**src/rtl/fft16_input_loader.sv**
```systemverilog
// fft16_input_loader: collects 16 complex time-domain samples in bit-reversed
// order, then presents them as 8 stage-1 radix-2 butterfly operand pairs.
//
// Optional feature: define FFT16_LOADER_PRESCALE_EN to store every part as an
// arithmetic right shift by 4, which leaves headroom for 4 radix-2 stages.
//
// Ports:
//   i_clk, i_rst          clock, synchronous active-high reset
//   i_valid, i_re, i_im   input sample (accepted whenever o_ready=1)
//   o_ready               high while collecting samples (FILL)
//   o_valid               butterfly pair outputs valid (DRAIN)
//   o_out0_*, o_out1_*    operand pair buffer[2p], buffer[2p+1]
//   o_twiddle_re/_im      stage-1 twiddle factor (always W^0 = 1.0)
//   o_pair_idx, o_last    index of the presented pair, high on pair 7
module fft16_input_loader #(
    parameter int unsigned N = 16,
    parameter int unsigned Q = 8
) (
    input  logic         i_clk,
    input  logic         i_rst,
    input  logic         i_valid,
    input  logic [N-1:0] i_re,
    input  logic [N-1:0] i_im,
    output logic         o_ready,
    output logic         o_valid,
    output logic [N-1:0] o_out0_re,
    output logic [N-1:0] o_out0_im,
    output logic [N-1:0] o_out1_re,
    output logic [N-1:0] o_out1_im,
    output logic [N-1:0] o_twiddle_re,
    output logic [N-1:0] o_twiddle_im,
    output logic [2:0]   o_pair_idx,
    output logic         o_last
);

    localparam int unsigned DEPTH = 16;
    localparam int unsigned AW    = 4;
    localparam int unsigned PW    = 3;
    localparam logic [N-1:0] TW_ONE = N'(1) << Q;

    typedef enum logic {
        FILL  = 1'b0,
        DRAIN = 1'b1
    } state_t;

    state_t          state_q, state_d;
    logic [AW-1:0]   cnt_q, cnt_d;
    logic [PW-1:0]   pair_q, pair_d;
    logic            wr_en;

    logic [N-1:0]    buf_re [DEPTH];
    logic [N-1:0]    buf_im [DEPTH];

    logic            ready_d, valid_d, last_d;
    logic [N-1:0]    out0_re_d, out0_im_d, out1_re_d, out1_im_d;
    logic [N-1:0]    tw_re_d, tw_im_d;
    logic [PW-1:0]   idx_d;
    logic            load_pair;
    logic [PW-1:0]   sel_pair;

    function automatic logic [AW-1:0] bitrev4(input logic [AW-1:0] x);
        return {x[0], x[1], x[2], x[3]};
    endfunction

    function automatic logic [N-1:0] store_val(input logic [N-1:0] x);
`ifdef FFT16_LOADER_PRESCALE_EN
        return N'($signed(x) >>> 4);
`else
        return x;
`endif
    endfunction

    // Next-state, counters and next output values.
    always_comb begin
        state_d   = state_q;
        cnt_d     = cnt_q;
        pair_d    = pair_q;
        wr_en     = 1'b0;
        load_pair = 1'b0;
        sel_pair  = '0;
        ready_d   = 1'b1;
        valid_d   = 1'b0;
        out0_re_d = '0;
        out0_im_d = '0;
        out1_re_d = '0;
        out1_im_d = '0;
        tw_re_d   = '0;
        tw_im_d   = '0;
        idx_d     = '0;
        last_d    = 1'b0;

        case (state_q)
            FILL: begin
                if (i_valid) begin
                    wr_en = 1'b1;
                    cnt_d = cnt_q + AW'(1);
                    if (cnt_q == AW'(DEPTH - 1)) begin
                        // Pair 0 reads addresses 0/1, never the one written by k=15.
                        state_d   = DRAIN;
                        cnt_d     = '0;
                        pair_d    = '0;
                        load_pair = 1'b1;
                        sel_pair  = '0;
                        ready_d   = 1'b0;
                    end
                end
            end
            DRAIN: begin
                if (pair_q == PW'(7)) begin
                    state_d = FILL;
                    pair_d  = '0;
                    cnt_d   = '0;
                end else begin
                    pair_d    = pair_q + PW'(1);
                    load_pair = 1'b1;
                    sel_pair  = pair_q + PW'(1);
                    ready_d   = 1'b0;
                end
            end
            default: begin
                state_d = FILL;
            end
        endcase

        if (load_pair) begin
            valid_d   = 1'b1;
            out0_re_d = buf_re[{sel_pair, 1'b0}];
            out0_im_d = buf_im[{sel_pair, 1'b0}];
            out1_re_d = buf_re[{sel_pair, 1'b1}];
            out1_im_d = buf_im[{sel_pair, 1'b1}];
            tw_re_d   = TW_ONE;
            tw_im_d   = '0;
            idx_d     = sel_pair;
            last_d    = (sel_pair == PW'(7));
        end
    end

    // State, counters and registered outputs.
    always_ff @(posedge i_clk) begin
        if (i_rst) begin
            state_q      <= FILL;
            cnt_q        <= '0;
            pair_q       <= '0;
            o_ready      <= 1'b1;
            o_valid      <= 1'b0;
            o_out0_re    <= '0;
            o_out0_im    <= '0;
            o_out1_re    <= '0;
            o_out1_im    <= '0;
            o_twiddle_re <= '0;
            o_twiddle_im <= '0;
            o_pair_idx   <= '0;
            o_last       <= 1'b0;
        end else begin
            state_q      <= state_d;
            cnt_q        <= cnt_d;
            pair_q       <= pair_d;
            o_ready      <= ready_d;
            o_valid      <= valid_d;
            o_out0_re    <= out0_re_d;
            o_out0_im    <= out0_im_d;
            o_out1_re    <= out1_re_d;
            o_out1_im    <= out1_im_d;
            o_twiddle_re <= tw_re_d;
            o_twiddle_im <= tw_im_d;
            o_pair_idx   <= idx_d;
            o_last       <= last_d;
        end
    end

    // Sample buffer, bit-reversed write address; contents are not reset.
    always_ff @(posedge i_clk) begin
        if (wr_en && !i_rst) begin
            buf_re[bitrev4(cnt_q)] <= store_val(i_re);
            buf_im[bitrev4(cnt_q)] <= store_val(i_im);
        end
    end

endmodule

```
**config.mk**
```make
export PLATFORM = sky130hd
export DESIGN_NAME = fft16_input_loader
export DESIGN_NICKNAME = d
export VERILOG_FILES = /design/src/rtl/fft16_input_loader.sv
export SDC_FILE = /design/constraint.sdc
export NUM_CORES = 1
export LEC_CHECK = 0
export CORE_MARGIN = 4
export CORE_UTILIZATION = 40
export DETAILED_ROUTE_END_ITERATION = 8
export GPL_TIMING_DRIVEN = 0
export PLACE_DENSITY = 0.58
export SLEW_MARGIN = 20
export SYNTH_ARGS = -nofsm -noshare
export SYNTH_HDL_FRONTEND = slang
export SYNTH_SLANG_ARGS = --single-unit
```
**constraint.sdc**
```tcl
create_clock -name i_clk -period 4.6 [get_ports i_clk]
set_clock_uncertainty 0.05 [all_clocks]
set_input_delay 0.92 -clock i_clk [delete_from_list [all_inputs] [get_ports i_clk]]
set_output_delay 0.92 -clock i_clk [all_outputs]
set_load 0.05 [all_outputs]
```
# Word-level counts from Yosys, hierarchy flattened
# Memory sizes are Yosys's and may differ from the RTL's. A register that Yosys moved wholly into a read port is not among the register bits.
# Cells that the tools add are included.
# word_totals
reg_bits,30
ramBits,512
inputBits,35
out_inout_bits,102
wordCells,48
n_memories,2
# classes
add_sub_neg,2
n_eq_ne,6
mux,23
n_bitwise,2
n_reduce_logical,5
# memory_table
memory,depth,width,rd,rd_ports_with_merged_regs,wr,line,source
buf_im,16,16,2,2,1,52,logic [N-1:0] buf_im [DEPTH];
buf_re,16,16,2,2,1,51,logic [N-1:0] buf_re [DEPTH];
# ops
operator,n
2-to-1 mux 4 bit,3
case mux 3 bit (2 select lines),2
2-to-1 mux 1 bit,11
2-to-1 mux 3 bit,3
2-to-1 mux 9 bit,1
case mux 4 bit (2 select lines),1
"equality test 3 bit, second input constant",2
"adder 4 x 1 -> 4 bit, second input constant",1
"equality test 4 bit, second input constant",1
"!= test 2 bit, second input constant",2
case mux 1 bit (2 select lines),2
AND reduction 2 bit,2
"adder 3 x 1 -> 3 bit, second input constant",1
"!= test 2 x 1 -> 1 bit, second input constant",1
inverter 1 bit,2
OR reduction 2 bit,1
logical AND 1 bit,1
logical NOT 1 bit,1

# Logic depth before layout (Yosys ltp)
# depth
depth_word,6
ltp_mapped,9
depth_no_buf,6

# Worst setup path after synthesis
# No wires, ideal clock.
# synth_timing
path_kind,input to register
startpoint,input i_rst
endpoint,"memory buf_im[12][0], enable pin"
setup_ps,461
t_arrival_ps,3643
t_required_ps,4089
setup_slack_ps,446
stages,4
n_path_buf,1
cell_sequence,clkbuf_1 -> nor2_1 -> nand2_1 -> nor3_1
# synth_via
elab_chain_len,4
# synth_lines
item,line,source
"start, declared",20,"input logic i_rst,"
logical NOT 1 bit,173,if (wr_en && !i_rst) begin
logical AND 1 bit,173,
2-to-1 mux 1 bit,173,
2-to-1 mux 1 bit (implied by the code),175,buf_im[bitrev4(cnt_q)] <= store_val(i_im);
"end, declared",52,
# No other way between the ends.

# Worst setup path after layout
# layout_timing
startpoint,input i_rst
endpoint,"memory buf_re[0][7], enable pin"
# layout_via
elab_chain_len,4
# layout_lines
item,line,source
logical NOT 1 bit,173,
logical AND 1 bit,173,
2-to-1 mux 1 bit,173,
2-to-1 mux 1 bit (implied by the code),174,buf_re[bitrev4(cnt_q)] <= store_val(i_re);
"end, declared",51,
# No other way between the ends.

==> reports/qor_table.md <==
| Group | Parameter | This run |
| --- | --- | --- |
| logic synthesis | Synth Flop Type | edfxtp_1 |
| sta | Final hold slack | 0.446 ns |
| routing | Mean number of vias per cell | 5.24 |
| routing | Routed wirelength normalized by instance count | 23.0 um |
| place | IO Port Bufs | 105 |
| cells and area | End-of-flow core utilization | 49.3% |
| setup path | Data arrival at the endpoint of the critical path | 3.45 ns |
| setup path | Slowest library cell on the worst path | nor3_2 |
| logic synthesis | Seq cells post-synth | 589 |
| cts | Cts-stage hold buffer count | 0 |
| floorplanning | I/O Pins | 137 |
| setup path | Series of cell instances along the critical path | clkdlybuf4s50_1 > clkbuf_1 > nor2_1 > nand2_1 > nor3_2 > buf_4 > buf_6 |
| place | Placed cell area | 25100 sq um |
| logic synthesis | Cell accounting for the most synthesized area | edfxtp_1 |
| status | Outcome | finished, final reports clean |
| logic synthesis | Ys Warns | 0 |
| routing | Number of detailed-route iterations in the first pass | 5 |
| floorplanning | Chip height | 244 um |
| floorplanning | FP Rows | 86 |
| sta | Fmax | 0.314 GHz |
| power | Switching share of power | 19.5% |
| power | Pwr dens | 413 nW/um^2 |
| logic synthesis | Most repeated cell in the gate-level netlist after synthesis | edfxtp_1 |
| worst hold path | Worst hold path type | reg -> reg |
| routing | Sum of routed wire segments on met1 | 24.2 mm |
| power | Logic pwr share | 2.1% |
| cells and area | Net count reported at finish | 1697 |
| floorplanning | Die outline width | 244 um |
| logic synthesis | Cell area after synthesis | 22300 sq um |
| logic synthesis | Leading post-synthesis cells by cell area | edfxtp_1, mux2i_1, dfxtp_1 |
| logic synthesis | Number of enable-type register cells in the synthesized netlist | 512 |
| sta | Slew at the pin closest to its max-slew limit | 0.933 ns |
| power | Internal power component | 0.00904 W |
| place | Last weighted congestion value of the routability-driven placer | 0.761 |
| routing | Vias after detailed routing | 12900 |
| cts | CTS max path bufs | 3 |
| floorplanning | Starting Density | 40.4% |
| cts | Root buffer cell | clkbuf_16 |
| power | Net switching power figure | 0.00218 W |
| sta | Count of pins over their slew limit | 0 |
| routing | DRT Wirelength | 56.4 mm |
| routing | Remaining number of nets flagged by the antenna check after routing | 0 |
| logic synthesis | Mean instance size in the synthesized netlist | 15.6 sq um |
| power | Leakage power of the design | 9.61 nW |
| sta | Final min period | 3.18 ns |
| floorplanning | Core outline area | 55100 sq um |
| logic synthesis | Distinct cell type count after synthesis | 36 |
| setup path | Endpoint kind of the worst setup timing path | register |
| cells and area | Final std cells w/o fill | 2455 |
| routing | Highest metal used | met5 |
| power | Worst VDD drop | 0.325 mV |
| setup path | Slowest stage delay, CP | 0.67 ns |
| cts | Clock sink count | 589 |
| floorplanning | Die ar. | 59600 sq um |
| sta | Ratio of final minimum period to clock period | 69.2% |
| logic synthesis | Sequential share of the synthesized area | 75.9% |
| logic synthesis | Synth top cells by count | edfxtp_1, nand2_1, mux2i_1 |
| cells and area | Fraction of final layout cells with drive strength greater than 1 | 13.0% |
| global routing | Total gr overflow | 0 |
| logic synthesis | Synth Instances | 1424 |
| global routing | Via count of the first global-routing pass | 12700 |
| place | Half-perimeter wire length after placement | 36.2 mm |
| setup path | Critical Path Start Type | input pin |
| sta | Number of endpoints with negative hold slack in the final report | 0 |
| global routing | Maximum number of pins on one net before global-route repair | 23 |
| cts | CTS clk-pin slew, worst paths | 0.06 ns |
| job | Maximum capacitance violations | 0 |
| power | Share of total power in the clock network | 45.8% |
| sta | Unrepaired setup endpoints after global routing | false |
| power | Sequential share of power | 52.0% |
| cts | Post-CTS setup buffer count | 0 |
| global routing | GRT Resource Usage Total | 18.6% |
| cts | Worst skew pair latency | 0.61 ns |
| routing | Starting DRC count in detailed routing | 1194 |
| logic synthesis | Fraction of registers with async set or reset after synthesis | 0% |
| logic synthesis | Area share of the leading cell type in the synthesized netlist | 69.0% |
| place | Number of placed instances, taps included | 2341 |
| global routing | Antenna violations before repair | 2 |
| cells and area | Synth-to-layout area growth | 22.0% |
| cells and area | Diode insertion count for antenna repair | 0 |
| routing | DRC Markers | 0 |
| global routing | Global-route wire length before repair | 82.9 mm |
| power | Total chip power | 0.0112 W |
| cts | Resize count post-CTS | 0 |
| setup path | Critical path required time | 4.87 ns |
| routing | Routed met2 length | 26.4 mm |
| cts | Number of levels in the clock H-tree | 2 |
| setup path | Critical path start-end classification | in -> reg |
| setup path | Maximum fanout encountered on the critical timing path | 10 |
| sta | Final number of setup-violating endpoints | 0 |
| sta | Max-slew headroom | 37.8% |
| routing | Met3 wire length | 4.46 mm |
| cts | Num CTS Buffers | 60 |
| cells and area | Post-route design area | 27200 sq um |
| cts | Clock tree from TritonCTS | yes |
-- flip-flops by register name, indices dropped and copies added, names as in the netlist --
signal        count
buf_im          256
buf_re          256
cnt_q             4
o_last            1
o_out0_im        16
o_out0_re        16
o_out1_im        16
o_out1_re        16
o_pair_idx        3
o_ready           1
o_twiddle_re      1
pair_q            3
-- layout make-up --
class / instances / area [sq um]
multi-input combinational: 741 / 4900
tap: 748 / 936
sequential: 589 / 16900
timing repair buffer: 139 / 1620
clock inverter: 23 / 359
fill: 4670 / 27900
clock buffer: 91 / 1760
inverter: 4 / 15.0
buffer: 120 / 676
-- per-stage QoR --
step,setup TNS (ns),worst slack [ns]
5_1_grt,0,1.35
6_report,0,1.42
4_1_cts,0,1.42
3_5_place_dp,0,0.865
2_1_floorplan,0,0.446
3_3_place_gp,-652.67,-2.91
-- metal layers --
layer / global-route usage, % / vias to the layer above
met5: 0 / -
met4: 5.03 / 4
met3: 3.97 / 87
met2: 29.9 / 494
met1: 26.0 / 6470
li1: - / 5816
-- path summary, 6_finish.rpt --
path / depth (start not counted) / from / slack (ns) / endpoint
setup / recovery: 7 / i_rst / 1.42 / buf_re[0][7]
hold reg to reg: 2 / pair_q[2] / 0.45 / pair_q[2]
setup reg to reg: 6 / pair_q[0] / 1.67 / o_out1_re[15]
hold / removal: 2 / pair_q[2] / 0.45 / pair_q[2]
-- cells in the final DEF (no fill, tap or decap), types with 3 or more instances in the layout --
cell type          n
a32o_1            63
buf_1              8
buf_4             57
inv_6              4
mux2i_1          192
buf_12             4
conb_1            31
edfxtp_1         512
bufinv_16          9
clkinv_2           7
inv_1              4
ha_1               7
clkbuf_8          11
nor2_1             7
buf_6              9
clkbuf_16         61
clkbuf_4           3
nand3_1           66
clkbuf_1          56
dfxtp_1           77
nand2b_1           3
nor3_2             4
nor2_4            12
o21ai_0           66
a21oi_1           70
nand2_1          199
clkdlybuf4s50_1  105
buf_2             24
buf_16            12
-- critical path, delay by kind of cell --
| kind | cells | cell delay, ns |
|---|---|---|
| AND/OR/NAND/NOR | 3 | 1.23 |
| buffers and inverters | 4 | 1.30 |
-- power groups by stage --
stage          logic [W]  clock network, W  registers [W]
2_1_floorplan   0.000110                 0        0.00595
3_3_place_gp    0.000221                 0        0.00595
3_5_place_dp    0.000239                 0        0.00595
4_1_cts         0.000240           0.00524        0.00584
5_1_grt         0.000258           0.00548        0.00584
6_report        0.000240           0.00514        0.00584
-- kinds of logic after synthesis --
family | after synthesis | synth area share, %
DFF | 589 | 75.9
and+or+nand+nor | 302 | 5.70
AOI/OAI and AO/OA | 208 | 6.20
muxes | 193 | 8.67
buffers and inverters | 124 | 3.10
adders and majority gates | 7 | 0.393
other | 1 | 0.0168
Power figures use the tool's default switching activity.
